File: config.mk
export PLATFORM = sky130hd
export DESIGN_NAME = keypad_scan
export DESIGN_NICKNAME = d
export VERILOG_FILES = /design/src/rtl/keypad_scan_pkg.sv /design/src/rtl/keypad_scan_tick_gen.sv /design/src/rtl/keypad_scan.sv
export SDC_FILE = /design/constraint.sdc
export NUM_CORES = 1
export LEC_CHECK = 0
export CAP_MARGIN = 10
export CORE_MARGIN = 10
export CORE_UTILIZATION = 50
export CTS_CLUSTER_SIZE = 8
export DETAILED_ROUTE_END_ITERATION = 8
export GPL_TIMING_DRIVEN = 0
export PLACE_DENSITY_LB_ADDON = 0.08
export RECOVER_POWER = 25
export SYNTH_ARGS = -nofsm -noshare
export SYNTH_HDL_FRONTEND = slang
export SYNTH_HIERARCHICAL = 1
export SYNTH_SLANG_ARGS = --single-unit
File: constraint.sdc
create_clock -name clk2 -period 3.9 [get_ports clk2]
set_input_delay 0.78 -clock clk2 [delete_from_list [all_inputs] [get_ports clk2]]
set_output_delay 0.78 -clock clk2 [all_outputs]
set_load 0.02 [all_outputs]
File: src/rtl/keypad_scan_pkg.sv
// Shared definitions for the keypad scanner: FSM state codes, game key codes
// and the small column/row encoding helpers used by the scanner.
package keypad_scan_pkg;

    typedef enum logic [1:0] {
        KS_SCAN = 2'd0,
        KS_DEB  = 2'd1,
        KS_HELD = 2'd2
    } ks_state_e;

    // Key codes are {row[1:0], col[1:0]} as seen by game control.
    localparam logic [3:0] KEY_JUMP  = 4'h1;
    localparam logic [3:0] KEY_DUCK  = 4'h5;
    localparam logic [3:0] KEY_START = 4'hF;

    localparam logic [3:0] COL_IDLE  = 4'hF;

    // Lowest-numbered active-low column wins when several are pulled down.
    function automatic logic [1:0] col_index(input logic [3:0] col);
        logic [1:0] idx;
        if (col[0] == 1'b0) begin
            idx = 2'd0;
        end else if (col[1] == 1'b0) begin
            idx = 2'd1;
        end else if (col[2] == 1'b0) begin
            idx = 2'd2;
        end else if (col[3] == 1'b0) begin
            idx = 2'd3;
        end else begin
            idx = 2'd0;
        end
        return idx;
    endfunction

    function automatic logic [3:0] row_drive(input logic [1:0] idx);
        logic [3:0] onehot;
        onehot = 4'b0001 << idx;
        return ~onehot;
    endfunction

endpackage

File: src/rtl/keypad_scan_tick_gen.sv
// Free-running scan-rate divider: one-cycle tick every SCAN_DIV clk2 cycles,
// first tick SCAN_DIV cycles after reset is released. Shared with display scanners.
module scan_tick_gen #(
    parameter int SCAN_DIV = 50000
) (
    input  logic clk2,
    input  logic reset,
    output logic tick
);

    localparam int CW = (SCAN_DIV > 1) ? $clog2(SCAN_DIV) : 1;
    localparam logic [CW-1:0] CNT_LAST = CW'(SCAN_DIV - 1);
    localparam logic [CW-1:0] CNT_PRE  = CW'(SCAN_DIV - 2);
    localparam logic [CW-1:0] CNT_ONE  = CW'(1);

    logic [CW-1:0] cnt_r;
    logic          tick_r;

    // Divider count; tick is registered one count early so it is high exactly while cnt is at its last value.
    always_ff @(posedge clk2) begin
        if (reset) begin
            cnt_r  <= {CW{1'b0}};
            tick_r <= 1'b0;
        end else begin
            cnt_r  <= (cnt_r == CNT_LAST) ? {CW{1'b0}} : cnt_r + CNT_ONE;
            tick_r <= (cnt_r == CNT_PRE);
        end
    end

    assign tick = tick_r;

endmodule

File: src/rtl/keypad_scan.sv
// 4x4 keypad scanner: walks active-low rows, debounces press and release on
// scan ticks, and reports one key_valid pulse per accepted press.
module keypad_scan
    import keypad_scan_pkg::*;
#(
    parameter int SCAN_DIV  = 50000,
    parameter int DEB_TICKS = 4
) (
    input  logic       clk2,
    input  logic       reset,
    input  logic [3:0] key_col,
    output logic [3:0] key_row,
    output logic [3:0] key_code,
    output logic       key_valid,
    output logic       key_down
);

    localparam int DW = $clog2(DEB_TICKS + 1);
    localparam logic [DW-1:0] DEB_MAX = DW'(DEB_TICKS);
    localparam logic [DW-1:0] DEB_ONE = DW'(1);
    localparam logic [DW-1:0] DEB_ZERO = {DW{1'b0}};

    logic            tick_s;
    logic [3:0]      col_meta_r;
    logic [3:0]      col_s_r;

    ks_state_e       state_r,     state_next_s;
    logic [1:0]      row_idx_r,   row_idx_next_s;
    logic [3:0]      key_row_r,   key_row_next_s;
    logic [3:0]      cand_r,      cand_next_s;
    logic [DW-1:0]   deb_cnt_r,   deb_cnt_next_s;
    logic [DW-1:0]   rel_cnt_r,   rel_cnt_next_s;
    logic [3:0]      key_code_r,  key_code_next_s;
    logic            key_valid_r, key_valid_next_s;
    logic            key_down_r,  key_down_next_s;

    logic            col_hit_s;
    logic [1:0]      col_idx_s;
    logic [1:0]      row_adv_s;
    logic [DW-1:0]   deb_inc_s;
    logic [DW-1:0]   rel_inc_s;
    logic            accept_s;

    scan_tick_gen #(
        .SCAN_DIV (SCAN_DIV)
    ) u_tick (
        .clk2  (clk2),
        .reset (reset),
        .tick  (tick_s)
    );

    // Two-flop synchroniser for the asynchronous column lines; idle level is all ones.
    always_ff @(posedge clk2) begin
        if (reset) begin
            col_meta_r <= COL_IDLE;
            col_s_r    <= COL_IDLE;
        end else begin
            col_meta_r <= key_col;
            col_s_r    <= col_meta_r;
        end
    end

    assign col_hit_s = (col_s_r != COL_IDLE);
    assign col_idx_s = col_index(col_s_r);
    assign row_adv_s = row_idx_r + 2'd1;
    assign deb_inc_s = (deb_cnt_r == DEB_MAX) ? DEB_MAX : deb_cnt_r + DEB_ONE;
    assign rel_inc_s = (rel_cnt_r == DEB_MAX) ? DEB_MAX : rel_cnt_r + DEB_ONE;

    // Next-state and output decisions; nothing moves except on scan ticks.
    always_comb begin
        state_next_s     = state_r;
        row_idx_next_s   = row_idx_r;
        key_row_next_s   = key_row_r;
        cand_next_s      = cand_r;
        deb_cnt_next_s   = deb_cnt_r;
        rel_cnt_next_s   = rel_cnt_r;
        key_code_next_s  = key_code_r;
        key_valid_next_s = 1'b0;
        key_down_next_s  = key_down_r;
        accept_s         = 1'b0;

        if (tick_s) begin
            case (state_r)
                KS_SCAN: begin
                    if (col_hit_s) begin
                        cand_next_s    = {row_idx_r, col_idx_s};
                        deb_cnt_next_s = DEB_ONE;
                        if (DEB_ONE == DEB_MAX) begin
                            accept_s = 1'b1;
                        end else begin
                            state_next_s = KS_DEB;
                        end
                    end else begin
                        row_idx_next_s = row_adv_s;
                        key_row_next_s = row_drive(row_adv_s);
                    end
                end
                KS_DEB: begin
                    if (col_hit_s && (col_idx_s == cand_r[1:0])) begin
                        deb_cnt_next_s = deb_inc_s;
                        if (deb_inc_s == DEB_MAX) begin
                            accept_s = 1'b1;
                        end else begin
                            state_next_s = KS_DEB;
                        end
                    end else begin
                        deb_cnt_next_s = DEB_ZERO;
                        row_idx_next_s = row_adv_s;
                        key_row_next_s = row_drive(row_adv_s);
                        state_next_s   = KS_SCAN;
                    end
                end
                KS_HELD: begin
                    // Any column on the held row counts as still pressed.
                    if (!col_hit_s) begin
                        rel_cnt_next_s = rel_inc_s;
                        if (rel_inc_s == DEB_MAX) begin
                            rel_cnt_next_s  = DEB_ZERO;
                            key_down_next_s = 1'b0;
                            row_idx_next_s  = row_adv_s;
                            key_row_next_s  = row_drive(row_adv_s);
                            state_next_s    = KS_SCAN;
                        end else begin
                            state_next_s = KS_HELD;
                        end
                    end else begin
                        rel_cnt_next_s = DEB_ZERO;
                    end
                end
                default: begin
                    deb_cnt_next_s = DEB_ZERO;
                    rel_cnt_next_s = DEB_ZERO;
                    state_next_s   = KS_SCAN;
                end
            endcase

            if (accept_s) begin
                key_code_next_s  = cand_next_s;
                key_valid_next_s = 1'b1;
                key_down_next_s  = 1'b1;
                deb_cnt_next_s   = DEB_ZERO;
                rel_cnt_next_s   = DEB_ZERO;
                state_next_s     = KS_HELD;
            end else begin
                key_valid_next_s = 1'b0;
            end
        end else begin
            key_valid_next_s = 1'b0;
        end
    end

    // State and registered outputs.
    always_ff @(posedge clk2) begin
        if (reset) begin
            state_r     <= KS_SCAN;
            row_idx_r   <= 2'd0;
            key_row_r   <= 4'b1110;
            cand_r      <= 4'h0;
            deb_cnt_r   <= DEB_ZERO;
            rel_cnt_r   <= DEB_ZERO;
            key_code_r  <= 4'h0;
            key_valid_r <= 1'b0;
            key_down_r  <= 1'b0;
        end else begin
            state_r     <= state_next_s;
            row_idx_r   <= row_idx_next_s;
            key_row_r   <= key_row_next_s;
            cand_r      <= cand_next_s;
            deb_cnt_r   <= deb_cnt_next_s;
            rel_cnt_r   <= rel_cnt_next_s;
            key_code_r  <= key_code_next_s;
            key_valid_r <= key_valid_next_s;
            key_down_r  <= key_down_next_s;
        end
    end

    assign key_row   = key_row_r;
    assign key_code  = key_code_r;
    assign key_valid = key_valid_r;
    assign key_down  = key_down_r;

endmodule
==> impl_metrics.toml <==
[grt]
grt_usage_pct = 12.50
grt_pass1_wl_um = 7928
grt_max_degree = 15
antenna_found_initial = 0
grt_pass1_vias = 1700
grt.overflow.total = 0

[synthesis]
synth_cells = 265
synth_top_family_by_area = "simple AND/OR/NAND/NOR gates"
synth_flop_cell = "dfxtp_1"
yosys_warnings = 6
syn-num-nets = 282
synth_xor_area_share_pct = 5.532
synth.distinct_cells = 52
synth_edf_count = 0
synthMuxAreaShare_pct = 5.058
syn_area_mm2 = 0.002375
syn_area_per_cell_um2 = 8.961
synthAdderAreaFrac_pct = 5.796
synth_compound_area_share_pct = 12.64
synthSimpleGateAreaFrac_pct = 25.97
ys_ff_latch = 49
async_reset_ff_share_pct = 0
synth_seq_area_share_pct = 41.31

[worst_setup_path]
critPathMaxFanout = 10
critPathLaunchType = "primary input"
crit_required_ns = 4.14
crit_arrival_ns = 2.72
end_kind = "flip-flop"
crit_type = "primary input to flip-flop"

[cells_and_area]
antenna_cells = 0
multi_input_area_mm2 = 0.001299
drive_above_1_share_pct = 10.07
fin_util_pct = 57.48
nFillCells = 431
nets = 304
final_common_cell = "dfxtp_1"
regArea_um2 = 980.9
finalNonFillerCells = 342
stdcell_area_mm2 = 0.002679
area_growth_pct = 12.80
mostFrequentLayoutCells = "49 x dfxtp_1, 31 x nor2_1, 24 x nand2_1"

[clocking]
cts_root_buf = "clkbuf_8"
cts_setup_buffers = 0
h-tree-depth = 2
clk_path_buf_depth = 2
clock_latency_ns = 0.30
clock-sinks = 49
ctsResizeCount = 0
cts_tree = "done"
cts_buffers = 5
cts_hold_buffers = 0
clk_pin_slew_worst_paths_ns = 0.09

[power]
pwr-share-seq_pct = 58.4
switching_power_w = 0.0001958
p_int_w = 0.0006842
pwr-share-comb_pct = 4.7
powerDensity_mw_per_mm2 = 328.5
p_clk_share_pct = 36.9
ir_drop_mv = 0.1919
swShare_pct = 22.25
p_leak_nw = 0.9693

[drt]
initialDrtViolationCount = 126
routedWlPerCell_um = 13.35
routed_wl_um = 4564
via_per_inst = 5.389
num_vias = 1843
ant_nets = 0
drcViolationCount = 0
dr.pass1.iters = 4

[floorplanning]
dieArea_mm2 = 0.007906
num_rows = 25
fp.dieH_um = 88.92
io-pin-count = 16
die_width_um = 88.92
core_mm2 = 0.004661
start_util_pct = 50.95

[timing]
setup_viol = 0
grt_setup_unrepaired = "false"
final_hold_viol_count = 0
relSlewSlack_pct = 54.76
fin_crit_sh_pct = 63.48
fmax_mhz = 403.9
fin_setup_tns_ns = 0
fin_crit_ns = 2.476
clock_skew_ns = 0.01063
tightest_slew_ns = 0.6734
slew_viol_final = 0

[placed_design]
place_congestion = 0.8592
placedCellCount = 334
dpl.hpwl_um = 3308
io_buffers = 15
dpl_cell_area_mm2 = 0.002592

[status]
status = "finished clean"

[worst_hold_path]
hold_path.class = "flip-flop to flip-flop"

[run]
max-cap-violations = 0
[registers in the layout (all words and copies together) (netlist names)]
signal,cells
key_valid,1
key_code,4
cand_r,4
u_tick/tick,1
rel_cnt_r,3
col_meta_r,4
deb_cnt_r,3
col_s_r,4
key_row,4
row_idx_r,2
key_down,1
u_tick/cnt_r,16
state_r,2
[cell type report]
class                           instances  share of cell area, %
Timing Repair Buffer                   15                  5.605
Buffer                                  8                  1.168
Clock buffer                            7                  3.596
Multi-Input combinational cell        195                  48.48
Clock inverter                          1                 0.1868
Tap cell                               54                  2.522
Sequential cell                        49                  36.62
Inverter                               13                  1.822
[worst max-delay path: stages]
cell             delay (ns)
clkdlybuf4s50_1        0.51
clkbuf_1               0.35
clkbuf_1               0.42
buf_1                  0.45
nor2_1                 0.08
mux2i_1                0.12
[final timing paths]
| check | startpoint | endpoint | slack [ns] | depth (start not counted) |
|---|---|---|---|---|
| worst max register to register | u_tick/cnt_r[5]$_SDFF_PP0_ | u_tick/cnt_r[12]$_SDFF_PP0_ | 1.70 | 5 |
| worst min register to register | col_meta_r[3]$_SDFF_PP1_ | col_s_r[3]$_SDFF_PP1_ | 0.41 | 1 |
| worst max-delay path | reset | key_row[3]$_SDFFE_PP1P_ | 1.42 | 6 |
| worst min-delay path | col_meta_r[3]$_SDFF_PP1_ | col_s_r[3]$_SDFF_PP1_ | 0.41 | 1 |
[metal layers]
metal | GRT usage (%) | vias up | part of all wire, % | wire length [µm]
met5 | 0 | - | 0 | 0
met4 | 4.405 | 0 | 1.5 | 69
met2 | 19.41 | 31 | 43 | 1961
li1 | - | 975 | - | -
met1 | 16.55 | 828 | 51 | 2331
met3 | 2.826 | 9 | 4.4 | 202
[cell families (layout without fill, tap and decap cells)]
group	count (synthesis)	count (layout)
compound gates	40	40
buf+inv	21	44
simple gates	118	118
fa+ha+maj	11	11
xor+xnor	15	15
flops	49	49
mux	11	11
[power groups by stage]
| stage | sequential [W] | clock (W) | combinational (W) |
|---|---|---|---|
| after global placement | 0.000525 | 0 | 0.0000424 |
| after detailed placement | 0.000526 | 0 | 0.0000428 |
| after floorplan | 0.000524 | 0 | 0.0000292 |
| after global routing | 0.000515 | 0.000352 | 0.0000472 |
| final | 0.000514 | 0.000325 | 0.0000415 |
| after CTS | 0.000514 | 0.000334 | 0.0000431 |
[synth_stat cells, types with 4 or more instances]
| library cell | count | area, µm² |
|---|---|---|
| nor2_1 | 31 | 116.4 |
| or2_2 | 10 | 62.56 |
| nand3_1 | 11 | 55.05 |
| ha_1 | 11 | 137.6 |
| nand4_1 | 7 | 43.79 |
| mux2i_1 | 9 | 90.09 |
| o21ai_0 | 5 | 25.02 |
| nand2_1 | 24 | 90.09 |
| nor4_1 | 5 | 31.28 |
| clkbuf_1 | 5 | 18.77 |
| xor2_1 | 4 | 35.03 |
| nor3_1 | 7 | 35.03 |
| dfxtp_1 | 49 | 980.9 |
| nor2b_1 | 7 | 43.79 |
| a21oi_1 | 12 | 60.06 |
| xnor2_1 | 11 | 96.34 |
| inv_1 | 12 | 45.04 |
[metrics by stage]
step                total power (W)  hold WS, ns  worst slack [ns]
floorplan                 0.0005527       0.3895             2.094
global placement          0.0005677       0.3927             1.079
detailed placement        0.0005684       0.3932             1.079
CTS                       0.0008906       0.4145             1.391
global route              0.0009138       0.4303             1.183
finish                    0.0008799       0.4140             1.424
(Power assumes the default switching activity.)
